==> src/rtl/servo_pkg.sv <==
// Shared types and helpers for the pan/tilt servo PWM generator.
package servo_pkg;
    localparam int US_W        = 11;
    localparam int FRAME_CNT_W = 15;

    typedef logic [US_W-1:0] us_t;

    typedef struct packed {
        us_t pan;
        us_t tilt;
    } servo_cmd_t;

    function automatic us_t clamp_us(us_t v, us_t lo, us_t hi);
        if (v < lo)      return lo;
        else if (v > hi) return hi;
        else             return v;
    endfunction
endpackage

==> src/rtl/servo_pwm_gen_if.sv <==
// Command handshake between the coordinate transform and the servo PWM generator.
interface servo_pwm_gen_if;
    servo_pkg::us_t pan_us;
    servo_pkg::us_t tilt_us;
    logic           cmd_valid;
    logic           cmd_ready;

    modport master (output pan_us, output tilt_us, output cmd_valid, input cmd_ready);
    modport slave  (input pan_us, input tilt_us, input cmd_valid, output cmd_ready);
endinterface

==> src/rtl/servo_pwm_channel.sv <==
// One servo channel: active width register, frame-boundary load and PWM compare.
// Optional SLEW_LIMIT_EN adds a target register and limits width change per frame.
module servo_pwm_channel import servo_pkg::*; #(
    parameter int CENTER_US    = 1500
`ifdef SLEW_LIMIT_EN
    ,
    parameter int SLEW_STEP_US = 10
`endif
) (
    input  logic                   clk,
    input  logic                   rst_n,
    input  logic [FRAME_CNT_W-1:0] i_frame_cnt,
    input  logic                   i_boundary,
    input  logic                   i_pend_vld,
    input  us_t                    i_width,
    output logic                   o_pwm
);
    us_t r_active;

`ifdef SLEW_LIMIT_EN
    localparam us_t STEP = us_t'(SLEW_STEP_US);
    us_t r_target;
    us_t w_tgt;
    us_t w_next;

    // A freshly loaded target takes part in the same boundary's step.
    always_comb begin
        w_tgt  = i_pend_vld ? i_width : r_target;
        w_next = w_tgt;
        if (w_tgt > r_active && (w_tgt - r_active) > STEP)
            w_next = r_active + STEP;
        else if (w_tgt < r_active && (r_active - w_tgt) > STEP)
            w_next = r_active - STEP;
    end

    always_ff @(posedge clk or negedge rst_n) begin
        if (!rst_n) begin
            r_target <= us_t'(CENTER_US);
            r_active <= us_t'(CENTER_US);
        end else if (i_boundary) begin
            r_target <= w_tgt;
            r_active <= w_next;
        end
    end
`else
    always_ff @(posedge clk or negedge rst_n) begin
        if (!rst_n)
            r_active <= us_t'(CENTER_US);
        else if (i_boundary && i_pend_vld)
            r_active <= i_width;
    end
`endif

    always_ff @(posedge clk or negedge rst_n) begin
        if (!rst_n) o_pwm <= 1'b0;
        else        o_pwm <= (i_frame_cnt < {{(FRAME_CNT_W-US_W){1'b0}}, r_active});
    end
endmodule

==> src/rtl/servo_pwm_gen.sv <==
// Dual 50 Hz hobby-servo PWM generator with clamped, frame-synchronous command updates.
// Define SLEW_LIMIT_EN to rate-limit width changes per frame.
module servo_pwm_gen import servo_pkg::*; #(
    parameter int CLK_FREQ_HZ  = 50_000_000,
    parameter int FRAME_US     = 20000,
    parameter int MIN_US       = 1000,
    parameter int MAX_US       = 2000,
    parameter int CENTER_US    = 1500,
    parameter int SLEW_STEP_US = 10
) (
    input  logic             clk,
    input  logic             rst_n,
    servo_pwm_gen_if.slave   cmd_if,
    output logic             pwm_pan,
    output logic             pwm_tilt,
    output logic             frame_start
);
    localparam int  DIV   = CLK_FREQ_HZ / 1_000_000;
    localparam int  PRE_W = (DIV > 1) ? $clog2(DIV) : 1;
    localparam us_t LO    = us_t'(MIN_US);
    localparam us_t HI    = us_t'(MAX_US);

    if (CLK_FREQ_HZ % 1_000_000 != 0 || MIN_US > MAX_US || SLEW_STEP_US < 1) begin : g_bad_cfg
        $error("servo_pwm_gen: invalid parameter set");
    end

    logic [PRE_W-1:0]       r_pre;
    logic [FRAME_CNT_W-1:0] r_frame_cnt;
    servo_cmd_t             r_pend;
    logic                   r_pend_full;
    logic                   r_frame_start;
    logic                   w_us_tick;
    logic                   w_boundary;
    logic                   w_accept;
    servo_cmd_t             w_clamped;

    assign w_us_tick  = (r_pre == PRE_W'(DIV - 1));
    assign w_boundary = w_us_tick && (r_frame_cnt == FRAME_CNT_W'(FRAME_US - 1));
    assign w_accept   = cmd_if.cmd_valid && !r_pend_full;
    assign w_clamped  = '{pan: clamp_us(cmd_if.pan_us, LO, HI), tilt: clamp_us(cmd_if.tilt_us, LO, HI)};

    assign cmd_if.cmd_ready = !r_pend_full;
    assign frame_start      = r_frame_start;

    always_ff @(posedge clk or negedge rst_n) begin
        if (!rst_n) begin
            r_pre         <= '0;
            r_frame_cnt   <= '0;
            r_frame_start <= 1'b0;
        end else begin
            r_pre         <= w_us_tick ? '0 : r_pre + 1'b1;
            r_frame_start <= w_boundary;
            if (w_us_tick)
                r_frame_cnt <= w_boundary ? '0 : r_frame_cnt + 1'b1;
        end
    end

    // Accept only happens with pending empty, so an accept on a boundary cycle
    // simply waits for the next boundary.
    always_ff @(posedge clk or negedge rst_n) begin
        if (!rst_n) begin
            r_pend      <= '0;
            r_pend_full <= 1'b0;
        end else if (w_accept) begin
            r_pend      <= w_clamped;
            r_pend_full <= 1'b1;
        end else if (w_boundary) begin
            r_pend_full <= 1'b0;
        end
    end

    servo_pwm_channel #(
        .CENTER_US    (CENTER_US)
`ifdef SLEW_LIMIT_EN
        ,
        .SLEW_STEP_US (SLEW_STEP_US)
`endif
    ) u_pan (
        .clk         (clk),
        .rst_n       (rst_n),
        .i_frame_cnt (r_frame_cnt),
        .i_boundary  (w_boundary),
        .i_pend_vld  (r_pend_full),
        .i_width     (r_pend.pan),
        .o_pwm       (pwm_pan)
    );

    servo_pwm_channel #(
        .CENTER_US    (CENTER_US)
`ifdef SLEW_LIMIT_EN
        ,
        .SLEW_STEP_US (SLEW_STEP_US)
`endif
    ) u_tilt (
        .clk         (clk),
        .rst_n       (rst_n),
        .i_frame_cnt (r_frame_cnt),
        .i_boundary  (w_boundary),
        .i_pend_vld  (r_pend_full),
        .i_width     (r_pend.tilt),
        .o_pwm       (pwm_tilt)
    );
endmodule
==> src/flat_wrapper.sv <==
// flat-port wrapper written by rule: the top's interface ports become plain ports
module servo_pwm_gen_flat import servo_pkg::*;
#(
    parameter int CLK_FREQ_HZ  = 50_000_000,
    parameter int FRAME_US     = 20000,
    parameter int MIN_US       = 1000,
    parameter int MAX_US       = 2000,
    parameter int CENTER_US    = 1500,
    parameter int SLEW_STEP_US = 10
)
  (clk, rst_n, pwm_pan, pwm_tilt, frame_start, cmd_if_pan_us, cmd_if_tilt_us, cmd_if_cmd_valid, cmd_if_cmd_ready);
  servo_pwm_gen_if cmd_if_i ();
  input  logic clk;
  input  logic rst_n;
  output logic pwm_pan;
  output logic pwm_tilt;
  output logic frame_start;
  input wire logic [$bits(cmd_if_i.pan_us)-1:0] cmd_if_pan_us;
  input wire logic [$bits(cmd_if_i.tilt_us)-1:0] cmd_if_tilt_us;
  input wire logic [$bits(cmd_if_i.cmd_valid)-1:0] cmd_if_cmd_valid;
  output wire logic [$bits(cmd_if_i.cmd_ready)-1:0] cmd_if_cmd_ready;
  assign cmd_if_i.pan_us = cmd_if_pan_us;
  assign cmd_if_i.tilt_us = cmd_if_tilt_us;
  assign cmd_if_i.cmd_valid = cmd_if_cmd_valid;
  assign cmd_if_cmd_ready = cmd_if_i.cmd_ready;
  servo_pwm_gen #(.CLK_FREQ_HZ(CLK_FREQ_HZ), .FRAME_US(FRAME_US), .MIN_US(MIN_US), .MAX_US(MAX_US), .CENTER_US(CENTER_US), .SLEW_STEP_US(SLEW_STEP_US)) u_core (.clk(clk), .rst_n(rst_n), .cmd_if(cmd_if_i), .pwm_pan(pwm_pan), .pwm_tilt(pwm_tilt), .frame_start(frame_start));
endmodule
==> config.mk <==
export PLATFORM = sky130hd
export DESIGN_NAME = servo_pwm_gen_flat
export DESIGN_NICKNAME = d
export VERILOG_FILES = /design/src/rtl/servo_pkg.sv /design/src/rtl/servo_pwm_gen_if.sv /design/src/rtl/servo_pwm_channel.sv /design/src/rtl/servo_pwm_gen.sv /design/src/flat_wrapper.sv
export SDC_FILE = /design/constraint.sdc
export NUM_CORES = 1
export LEC_CHECK = 0
export CORE_MARGIN = 10
export CORE_UTILIZATION = 35
export CTS_CLUSTER_DIAMETER = 200
export DETAILED_ROUTE_END_ITERATION = 16
export GPL_ROUTABILITY_DRIVEN = 0
export GPL_TIMING_DRIVEN = 0
export PLACE_DENSITY = 0.58
export RECOVER_POWER = 100
export SETUP_SLACK_MARGIN = 0.2
export SYNTH_ARGS = -nofsm -noshare
export SYNTH_HDL_FRONTEND = slang
export SYNTH_SLANG_ARGS = --single-unit
==> constraint.sdc <==
create_clock -name clk -period 4.9 [get_ports clk]
set_input_delay 0.735 -clock clk [delete_from_list [all_inputs] [get_ports clk]]
set_output_delay 0.735 -clock clk [all_outputs]
set_load 0.02 [all_outputs]
==> results of run 1 <==
-- layout make-up --
type / instances / area [um^2]
sequential: 69 / 1740
inverter: 32 / 120
clock inverter: 6 / 68.8
tap: 133 / 166
buffer: 7 / 26.3
multi-input combinational: 234 / 1620
clock buffer: 10 / 138
timing repair buffer: 28 / 278
fill: 1004 / 5660
-- per-stage QoR --
step	total power, uW	cell area (um^2)	hold WS [ns]	cells
6_report	1140	4160	0.484	519
3_3_place_gp	673	4000	0.464	503
2_1_floorplan	631	3550	0.433	342
3_5_place_dp	674	3990	0.473	503
5_1_grt	1200	4160	0.514	519
4_1_cts	1160	4200	0.490	519
-- kinds of logic (layout without fill, tap and decap cells) --
family | count (synthesis) | count (layout) | synth area share [%]
and+or+nand+nor | 116 | 116 | 17.3
adders and majority gates | 24 | 24 | 8.39
xor gates and xnor gates | 14 | 14 | 3.46
muxes | 24 | 24 | 7.58
AOI/OAI and AO/OA | 56 | 56 | 9.56
buffers and inverters | 39 | 83 | 4.55
DFF | 69 | 69 | 49.2
-- worst max path at each step --
stage | startpoint | endpoint | slack (ns) | depth (start not counted)
2_1_floorplan | u_core.r_frame_cnt[1] | u_core.u_pan.r_active[1] | 3.06 | 6
3_3_place_gp | rst_n | u_core.r_pend[4] | 0.76 | 1
3_5_place_dp | cmd_if_cmd_valid | u_core.r_pend[2] | 2.38 | 6
4_1_cts | u_core.r_pend_full | cmd_if_cmd_ready | 2.56 | 2
5_1_grt | u_core.r_frame_cnt[1] | u_core.u_pan.r_active[5] | 1.85 | 6
6_report | u_core.r_frame_cnt[1] | u_core.u_pan.r_active[1] | 2.09 | 6
-- routing by layer --
metal / global-route usage [%] / wire, um / share of wire, % / vias up
met3: 3.86 / 311 / 4.2 / 17
met4: 3.92 / 136 / 1.8 / 0
met1: 13.2 / 3590 / 49 / 1187
met5: 0 / 0 / 0 / -
met2: 17.2 / 3340 / 45 / 64
li1: - / - / - / 1279
-- critical path, cell delays in order, from the launching register on --
cell      delay, ns
dfrtp_1        0.48
ha_1           0.22
nor4b_1        0.26
nand4_1        0.20
nor3_1         0.64
clkbuf_1       0.51
mux2_2         0.39
-- power breakdown --
| part | internal, uW | leakage, uW | switching (uW) |
|---|---|---|---|
| Combinational | 30.3 | 0.000889 | 31.0 |
| Clock | 252 | 0.000103 | 226 |
| Sequential | 589 | 0.000856 | 11.3 |
| Total | 872 | 0.00185 | 268 |
-- cell usage after synthesis, types with 2 or more instances --
master / n / area share [%]
nor2_1: 24 / 2.5
inv_1: 32 / 3.4
nand3_1: 10 / 1.4
mux2_2: 23 / 7.3
a31oi_1: 9 / 1.6
nand2b_1: 9 / 1.6
o22a_1: 2 / 0.49
dfrtp_1: 55 / 39
nor3_1: 5 / 0.71
and3_1: 3 / 0.53
and3_2: 2 / 0.42
o21ai_0: 21 / 3.0
ha_1: 23 / 8.1
a21o_1: 7 / 1.5
a21oi_1: 9 / 1.3
nand4b_1: 2 / 0.49
dfstp_2: 14 / 10
and4_1: 2 / 0.49
clkbuf_1: 4 / 0.42
nor2b_1: 3 / 0.53
nand2_1: 33 / 3.5
nor4_1: 5 / 0.88
xnor2_1: 10 / 2.5
nand3b_1: 2 / 0.42
o31ai_1: 3 / 0.63
nand4_1: 9 / 1.6
buf_6: 2 / 0.63
xor2_1: 4 / 0.99
-- registers in the layout, summed over array words and instances, names as in the netlist --
register and count:
u_core.u_pan.r_active 11, u_core.u_pan.o_pwm 1, u_core.r_frame_cnt 15, u_core.r_pend_full 1, u_core.u_tilt.r_active 11, u_core.frame_start 1, u_core.r_pend 22, u_core.u_tilt.o_pwm 1
u_core.r_pre 6
==> run metrics, run 1 <==
post-synthesis register bit count 69; routed via count 2547; die width between 100 and 150 um; hold_sp u_core.r_pend[3]; Post-synth ARST share 100%; Seq/Total Area, Yosys slightly below 50%; layout cells sized above 1 14.8%; leak pwr roughly 0.0018 uW; crit share post-route between 50% and 60%; wire length per cell ~14 um; Post-Synthesis Cells ~340; clock root cell clkbuf_8; H-Tree Level Count 3; synthesis-to-layout area growth 17.2%; crit path kind register to register; warnings from Yosys 0; min cycle time layout 2.81 ns; Clock Sinks just under 70; reg2reg start u_core.r_frame_cnt[1]; PD cells ~270 nW/um^2; total setup buffers inserted after CTS 0; Worst Path Required 5.14 ns; number of flops mapped to enable cells by yosys 0; Worst-path clk slew 0.07 ns; total congestion overflow 0; synthesized area ~3500 um^2; # diodes 0; Resize count post-CTS 0; DR vias/cell approximately 4.9; clock buffer depth 2; largest net degree at the start of global routing 70; DIE AREA 14600 um^2; Worst-Margin Slew between 0.8 and 0.9 ns; utilization after layout between 40% and 50%; initial antenna violation count 0; Layout Nets between 400 and 500; first-pass GRT wire length around 13 mm; Arr. time, crit path about 3.1 ns; fmax between 300 and 400 MHz; CTS tree done; Worst R2R Setup Slack 2.09 ns; Most used DFF post-synth dfrtp_1; RSZ-0062 raised after global routing false; Critical Path End Type register; Core Footprint 9820 um^2; Die Span Y 121 um; max_cap viols 0; CTS buffer count 9; Starting Density 36.1%; Syn Area/Cell a little over 10 um^2; clock latency on the worst-skew pair around 0.35 ns; Post-CTS Hold Fix Bufs 0; HP Class register to register; Max VDD drop around 0.00011 V; GRT Total Usage 10.8%; Iter 0 DRT Violations 120; status completed; Startpoint Class register; Detailed Routing Iterations Pass 1 4; Syn Nets just under 400; hold depth 2; max_slew headroom about 43%; setup tns final 0 ns; antenna viol nets, final 0; Final WS setup 2.09 ns; max-slew violations 0; Detailed Route WL approximately 7.4 mm; final setup fails 0; worst reg2reg path depth 6; worst-case clock skew between 0.01 and 0.015 ns; port buffer count 28; post-place setup slack 2.38 ns; commonest non-fill, non-tap cells in the layout dfrtp_1, nand2_1, inv_1; vias in the first global route 2677; synth unique cells 43; hpwl dp 5.57 mm; RR Endpoint u_core.u_pan.r_active[1]; DRC 0; Hold Fails Final Rpt 0; WHS Endpoint u_core.r_pend[3]; Rows 36; Ports 29; worst-path fanout max 10; commonest non-fill, non-tap cell in the layout dfrtp_1
No activity file was read; power rests on OpenSTA's default activity.
==> inputs of run 2 (changes only) <==
==> constraint.sdc (replaced) <==
create_clock -name clk -period 2.8 [get_ports clk]
set_input_delay 0.42 -clock clk [delete_from_list [all_inputs] [get_ports clk]]
set_output_delay 0.42 -clock clk [all_outputs]
set_load 0.02 [all_outputs]
==> run 2 against run 1 <==
  * The flow now finishes with violations (capacitance limit, slew limit)
  * Total power is 75% higher
  * Clock power up 75%
  * Critical path depth unchanged
  * Global-route usage stayed put
  * Sequential power up 75%
  * Non-clock buffer count unchanged
  * Fmax rose by 18%
  * Setup slack worse by 1.7 ns
  * Sequential share of layout area fell by 0.18 points
  * Combinational power grew 75%
  * Critical path type unchanged
  * Largest power group unchanged
==> run metrics, run 2 (synthesis results as in run 1) <==
final setup fails 0 (unchanged); Regs by FF count u_core.r_pend (22), u_core.r_frame_cnt (15); commonest non-fill, non-tap cell in the layout dfrtp_1; vias in the first global route 2677 (unchanged); Startpoint Class register; max_cap viols 1 (+1); H-Tree Level Count 3 (unchanged); total setup buffers inserted after CTS 0 (unchanged); layout cells sized above 1 15.5% (+0.78 points); HP Class register to register; critical path, cell by cell ha_1 > nor4b_1 > nand4_1 > nor3_4 > clkbuf_2 > mux2_2; first-pass GRT wire length 12.9 mm (unchanged); Layout Nets 429 (unchanged); crit path kind register to register; routed via count 2553 (+0.24%); utilization after layout 42.5% (+0.18 points); RSZ-0062 raised after global routing false; CTS tree done; Worst Path Required 3.05 ns (-2.09 ns); Ports 29 (unchanged); DRC 0 (unchanged); Resize count post-CTS 0 (unchanged); Rows 36 (unchanged); max_slew headroom -11.7% (-55 points); Hold Fails Final Rpt 0 (unchanged); Clock Sinks 69 (unchanged); WP buf/inv 1 (unchanged); Max VDD drop 0.000191 V (+75%); commonest non-fill, non-tap cells in the layout dfrtp_1, nand2_1, inv_1; PD cells 477 nW/um^2 (+74%); min cycle time layout 2.38 ns (-0.435 ns); cell family with most CP delay simple AND/OR/NAND/NOR gates; DR vias/cell 4.92 (+0.24%); total congestion overflow 0 (unchanged); initial antenna violation count 0 (unchanged); antenna viol nets, final 0 (unchanged); fmax 420 MHz (+18%); hpwl dp 5.57 mm (unchanged); largest reg by FF count u_core.r_pend; Critical Path End Type register; max reg flops 22 (unchanged); Hold Slack 0.484 ns (-0.0000120 ns); GRT Total Usage 10.8% (unchanged); clock latency on the worst-skew pair 0.35 ns (about the same); status finished, violations left; FILL cells 1000 (-0.40%); Detailed Routing Iterations Pass 1 4 (unchanged); crit share post-route 85.0% (+28 points); clock buffer depth 2 (unchanged); Starting Density 36.1% (unchanged); DIE AREA 14600 um^2 (unchanged); clock root cell clkbuf_8; # diodes 0 (unchanged); post-place instance area 3990 um^2 (unchanged); crit path max-delay cell type dfrtp_1; Detailed Route WL 7.37 mm (unchanged); worst stage delay on the critical path 0.48 ns (-0.16 ns); Iter 0 DRT Violations 108 (-10%); Core Footprint 9820 um^2 (unchanged); Worst R2R Setup Slack 0.42 ns (-1.66 ns); Arr. time, crit path 2.63 ns (-0.42 ns); largest net degree at the start of global routing 70 (unchanged); design area 4180 um^2 (+0.42%); CTS buffer count 9 (unchanged); Worst-path clk slew 0.08 ns (about the same); port buffer count 28 (unchanged); leak pwr 0.00186 uW (+0.44%); Worst-Margin Slew 1.67 ns (+0.824 ns); worst-case clock skew 0.0114 ns (+0.000000500 ns); Post-CTS Hold Fix Bufs 0 (unchanged); die width 121 um (unchanged); worst-path fanout max 10 (unchanged); max-slew violations 70 (+70); failing checks capacitance limit, slew limit; synthesis-to-layout area growth 17.7%; wire length per cell 14.2 um (unchanged); Die Span Y 121 um (unchanged)
[run 2: cell types whose count changed in the layout (fill, tap and decap cells not counted)]
cell,change
buf_4,-1
nor3_1,-1
clkbuf_2,+2
clkbuf_1,-2
nor3_4,+1
dlygate4sd3_1,+1
clkdlybuf4s50_1,-1
buf_6,+1
[run 2: layout make-up]
type	instances	area (um^2)	share of cell area [%]
Clock buffer	10	138	3.29
Timing Repair Buffer	28	275	6.59
Multi-Input combinational cell	234	1630	39.0
Sequential cell	69	1740	41.7
Buffer	7	35.0	0.839
Tap cell	133	166	3.98
Clock inverter	6	68.8	1.65
Inverter	32	120	2.88
[run 2: worst min-delay path, stage by stage, from the launching register on]
cell and delay [ns]:
dfrtp_1 0.35, nand2_1 0.05, o31ai_1 0.05
[run 2: power by group]
group          leakage (uW)  internal, uW  switching [uW]
registers          0.000856          1030            19.8
clock network      0.000103           441             394
logic              0.000897          52.3            54.3
[run 2: through the flow]
step | TNS, ns | cells | setup slack (ns) | power, uW
6_report | 0 | 519 | 0.420 | 1990
5_1_grt | 0 | 519 | 0.232 | 2090
4_1_cts | 0 | 519 | 0.582 | 2020
3_5_place_dp | 0 | 503 | 0.593 | 1180
3_3_place_gp | -59.35 | 503 | -1.03 | 1180
2_1_floorplan | 0 | 342 | 0.955 | 1100
[run 2: path summary, 6_finish.rpt]
kind / cells past startpoint / startpoint / to
worst max-delay path: 6 / u_core.r_frame_cnt[1] / u_core.u_tilt.r_active[5]
worst min-delay path: 2 / u_core.r_pend[3] / u_core.r_pend[3]
worst max register to register: 6 / u_core.r_frame_cnt[1] / u_core.u_tilt.r_active[5]
worst min register to register: 2 / u_core.r_pend[3] / u_core.r_pend[3]
max in group asynchronous: 1 / rst_n / u_core.r_pend[2]
min in group asynchronous: 1 / rst_n / u_core.u_pan.o_pwm
[run 2: per-layer routing]
layer / share of wire, % / vias up / track usage [%]
met2: 46 / 70 / 17.2
met1: 48 / 1189 / 13.2
met4: 1.8 / 0 / 3.92
met3: 4.6 / 15 / 3.86
li1: - / 1279 / -
met5: 0 / - / 0
